File: config.mk
export PLATFORM = sky130hd
export DESIGN_NAME = register_file_2r1w
export DESIGN_NICKNAME = d
export VERILOG_FILES = /design/src/rtl/register_file_2r1w.sv
export SDC_FILE = /design/constraint.sdc
export NUM_CORES = 1
export LEC_CHECK = 0
export CORE_UTILIZATION = 63
export DETAILED_ROUTE_END_ITERATION = 8
export PLACE_DENSITY_LB_ADDON = 0.3
export SETUP_SLACK_MARGIN = 0.1
export SYNTH_ARGS = -nofsm -noshare
export SYNTH_HDL_FRONTEND = slang
export SYNTH_SLANG_ARGS = --single-unit
File: constraint.sdc
create_clock -name clk -period 5.4 [get_ports clk]
set_clock_uncertainty 0.1 [all_clocks]
set_input_delay 1.62 -clock clk [delete_from_list [all_inputs] [get_ports clk]]
set_output_delay 1.62 -clock clk [all_outputs]
set_load 0.01 [all_outputs]
File: src/rtl/register_file_2r1w.sv
// Register file with one write port and two registered read ports sharing one read enable.
// Optional macro REGFILE_WRITE_BYPASS_EN selects write-first collision behaviour; the default is read-first.
module register_file_2r1w #(
    parameter  int WIDTH = 16,
    parameter  int DEPTH = 8,
    localparam int AW    = $clog2(DEPTH)
) (
    input  logic             clk,
    input  logic             rst,
    input  logic             we,
    input  logic [AW-1:0]    wa,
    input  logic [WIDTH-1:0] wd,
    input  logic             re,
    input  logic [AW-1:0]    ra_a,
    input  logic [AW-1:0]    ra_b,
    output logic [WIDTH-1:0] qa,
    output logic [WIDTH-1:0] qb,
    output logic             q_valid
);

    logic [WIDTH-1:0] regs [DEPTH];
    logic             wa_ok;
    logic             ra_a_ok;
    logic             ra_b_ok;
    logic [WIDTH-1:0] rd_a;
    logic [WIDTH-1:0] rd_b;

    // Every address is in range when DEPTH fills the address space.
    generate
        if (DEPTH == (1 << AW)) begin : g_full_range
            assign wa_ok   = 1'b1;
            assign ra_a_ok = 1'b1;
            assign ra_b_ok = 1'b1;
        end else begin : g_partial_range
            assign wa_ok   = (wa   < AW'(DEPTH));
            assign ra_a_ok = (ra_a < AW'(DEPTH));
            assign ra_b_ok = (ra_b < AW'(DEPTH));
        end
    endgenerate

    always_comb begin
        // NOTE: defaults first so every path assigns rd_a/rd_b and no latch is inferred.
        rd_a = '0;
        rd_b = '0;
        if (ra_a_ok) rd_a = regs[ra_a];
        if (ra_b_ok) rd_b = regs[ra_b];
`ifdef REGFILE_WRITE_BYPASS_EN
        if (we && wa_ok && (wa == ra_a)) rd_a = wd;
        if (we && wa_ok && (wa == ra_b)) rd_b = wd;
`endif
    end

    always_ff @(posedge clk) begin
        if (rst) begin
            // NOTE: the storage array is reset too, because reads after reset must return zero.
            for (int i = 0; i < DEPTH; i++) begin
                regs[i] <= '0;
            end
            qa      <= '0;
            qb      <= '0;
            q_valid <= 1'b0;
        end else begin
            q_valid <= re;
            if (re) begin
                qa <= rd_a;
                qb <= rd_b;
            end
            if (we && wa_ok) begin
                regs[wa] <= wd;
            end
        end
    end

endmodule

Yosys cells after proc, flatten, opt, wreduce, memory -nomap -nowiden
Memory sizes are Yosys's and may differ from the RTL's. A register that Yosys moved wholly into a read port is not among the register bits.
Cells that the tools add are included.

word-level totals
  flip-flop bits (word level) = 1
  bits in writable memories = 128
  output and inout bits = 33
  word-level logic and storage cells = 11
  memories = 1

memory list
  name  depth  width  read ports  clocked after memory_dff  wr ports  line  RTL
  regs  8      16     2           2                         8         21    logic [WIDTH-1:0] regs [DEPTH];

operators by class
  mux-type cells = 8
  reductions and logical operators = 1

operators by type and width
  cell                 number
  16-bit 2-to-1 mux    1
  16-bit OR reduction  1
  1-bit 2-to-1 mux     6
  3-bit 2-to-1 mux     1

Depth between registers and ports, before layout
  depth in word-level cells = 5
  gate-level depth with buffers = 7
  gate-level depth less buffers = 4

Worst setup path before layout
Ideal clock, no wire load.

  kind = in2reg
  start = in rst
  end = mem regs[0][0] (enable)
  setup time = 0.334 ns
  arrival time = 2.673 ns
  data required time = 4.966 ns
  slack = 2.293 ns
  cell stages on the path = 4
  cells stage by stage = clkbuf_1 or3b_4 nor3_4 or2_2

RTL lines
  what             line  RTL
  start, declared  9     input logic rst,
  end, declared    21

==> metrics.md <==
| Metric | Value |
|---|---|
| Outcome | finished, final reports clean |
| Final net count | 697 |
| Synth Area in Compound Gates | 10.8% |
| Buffers on Ports | 61 |
| Detailed Route WL | ~20000 um |
| Placed Area | around 0.009 sq mm |
| CTS clk-pin slew, worst paths | approximately 60 ps |
| Cts hold-fix bufs | 0 |
| Final hold viol count | 0 |
| Reg2Reg Setup Slack | 3800 ps |
| Post-synthesis simple-gate area fraction | between 10% and 20% |
| Slew Viols, Final | 0 |
| Startpoint types | input pin |
| Post-synthesis register bit count | 161 |
| Final Instance Area | just over 0.009 sq mm |
| WP data arrival | 3790 ps |
| Via Count | about 5500 |
| Adder-Cell Fraction of Synth Area | 0% |
| P per Cell Area | 322 mW/mm^2 |
| Cts repair resizes | 0 |
| Die area | 0.0135 sq mm |
| Syn_nets | 650 |
| Met1 Use GR | 42.6% |
| Core Rows | around 40 |
| Mapped Area | 0.00822 sq mm |
| DRC errors left | 0 |
| # diodes | 0 |
| Post-Synthesis Cells | 621 |
| GRT Util Overall | about 31% |
| Max_cap viols | 0 |
| Fraction of layout cells with a size suffix above 1 | 21.2% |
| Xor/xnor share of the synthesized area | 0% |
| Initial Util | 64.8% |
| Met3 Track Usage GR | under 10% |
| TritonCTS Sinks | roughly 160 |
| Setup bufs post-CTS | 0 |
| Worst skew pair latency | 430 ps |
| DR iter-0 viols | 575 |
| Cell variety after synth | 27 |
| Crit path max fanout | 42 |
| Slew HR | 30.7% |
| Wire per inst | 23.5 um |
| Post-synthesis mux area share | 16.6% |
| RSZ-0062 raised after global routing | no |
| Hold Crit Class | register to register |
| Tmin final | 3830 ps |
| Initial antenna violation count | 0 |
| RePlAce Congestion | 0.805 |
| CTS H-tree lvls | 4 |
| Peak VDD IR | 314 uV |
| Largest net degree at the start of global routing | 65 |
| Worst Setup End Kind | register |
| Vias in the first global route | 5311 |
| Synthesis Warnings | 0 |
| DRT antenna net count | 0 |
| DR pass1 iterations | 5 |
| CTS Buf Count | 17 |
| GRT busiest layer | met2 |
| Via/cell ratio | about 6.4 |
| Syn avg cell area | 13.2 sq um |
| Worst path required time | 5360 ps |
| Worst slew pin tran | 1040 ps |
| Met2 GRT Util | 50.1% |
| Core footprint | 0.0127 sq mm |
| Post-synthesis sequential area ratio | 54.8% |
| Clock buffer depth | 2 |
| DP HPWL | 12700 um |
| Most frequent cells in the layout | 128 x and2_1, 128 x edfxtp_1, 64 x mux2i_1, 64 x mux2_2, 57 x clkdlybuf4s50_1 |
| Die X | 116 um |
| Final period utilization | 70.9% |
| Largest family of logic cells by synthesized area | multiplexers |
| First-pass GRT wire length | 30000 um |
| I/O pin count | 62 |
| Setup Viol. Count Final | 0 |
| GRT Residual Overflow | 0 |
| Die Span Y | 116 um |
| Synth-to-Final Area Change | 13.3% |
| Root buf cell | clkbuf_16 |
| Critical path type | input pin to register |
| CTS tree | yes |
| Peak Freq | 0.261 GHz |
| Setup TNS | 0 ps |
| Leakage power total | 3.41 nW |
[worst max-delay path: stages]
cell and delay, ps:
buf_2 130, buf_4 310, or3b_4 490, nor2_2 630, or2_2 580
[flip-flops by register name, summed over array words and instances, names as in the netlist]
signal and flops:
qa 16, qb 16, regs 128, q_valid 1
[final cells by class]
cell class                      count  area (sq um)
Clock buffer                       22           444
Clock inverter                      9          91.3
Multi-Input combinational cell    414          3360
Tap cell                          172           215
Timing Repair Buffer               74           688
Sequential cell                   161          4500
Fill cell                         865          3370
[power by group]
part / switching [W] / leakage (nW) / internal [W]
sequential: 0.0000444 / 1.50 / 0.00142
clock: 0.000470 / 0.264 / 0.000670
combinational: 0.000209 / 1.65 / 0.000178
total: 0.000724 / 3.41 / 0.00227
[routing by layer]
metal | vias up | part of all wire [%] | wire length (um)
met5 | - | 0 | 0
li1 | 2428 | - | -
met1 | 2729 | 41 | 8260
met2 | 287 | 48 | 9640
met3 | 41 | 8.3 | 1660
met4 | 0 | 2.2 | 437
[cells by family (layout without fill, tap and decap cells)]
group                  count (synthesis)  count (layout)
buffers and inverters                 46             105
AND/OR/NAND/NOR                      190             190
multiplexers                         128             128
flip-flops                           161             161
AO/OA/AOI/OAI                         96              96
[final timing paths]
path                   start          to  cells after the start
hold reg to reg       qb[15]      qb[15]                      2
hold / removal        qb[15]      qb[15]                      2
setup reg to reg  regs[6][6]       qb[6]                      4
setup / recovery         rst  regs[2][3]                      5
[synth_stat cells]
cell type  count  share of area, %
and2_1       128               9.7
edfxtp_1     128                47
mux2_2        64               8.8
mux2i_1       64               7.8
nor2_1        37               1.7
dfxtp_1       33               8.0
a221o_1       29               3.5
o22ai_1       29               2.2
a211oi_2      26               4.0
clkbuf_1      26               1.2
or2_2          8              0.61
buf_12         7               1.7
a211oi_1       6              0.55
buf_6          6              0.82
clkbuf_2       4              0.24
nand2b_1       4              0.30
a22oi_1        3              0.27
nand2_1        3              0.14
nor2_2         3              0.23
nor2b_1        3              0.23
o221ai_1       3              0.32
buf_2          2              0.12
buf_8          1              0.18
nand3b_1       1             0.091
nor3_2         1              0.12
nor3_4         1              0.20
or3b_4         1              0.14
[through the flow]
step | setup WS (ps) | hold WS (ps) | cells | power, W | utilization (%)
2_1_floorplan | 2290 | 405 | 621 | 0.00173 | -
3_3_place_gp | 1200 | 380 | 821 | 0.00185 | 69.2
3_5_place_dp | 1180 | 398 | 821 | 0.00187 | 69.2
4_1_cts | 1620 | 408 | 852 | 0.00298 | 73.4
5_1_grt | 1480 | 430 | 852 | 0.00307 | 73.4
6_report | 1570 | 402 | 852 | 0.00299 | 73.4
(Power assumes the default switching activity.)
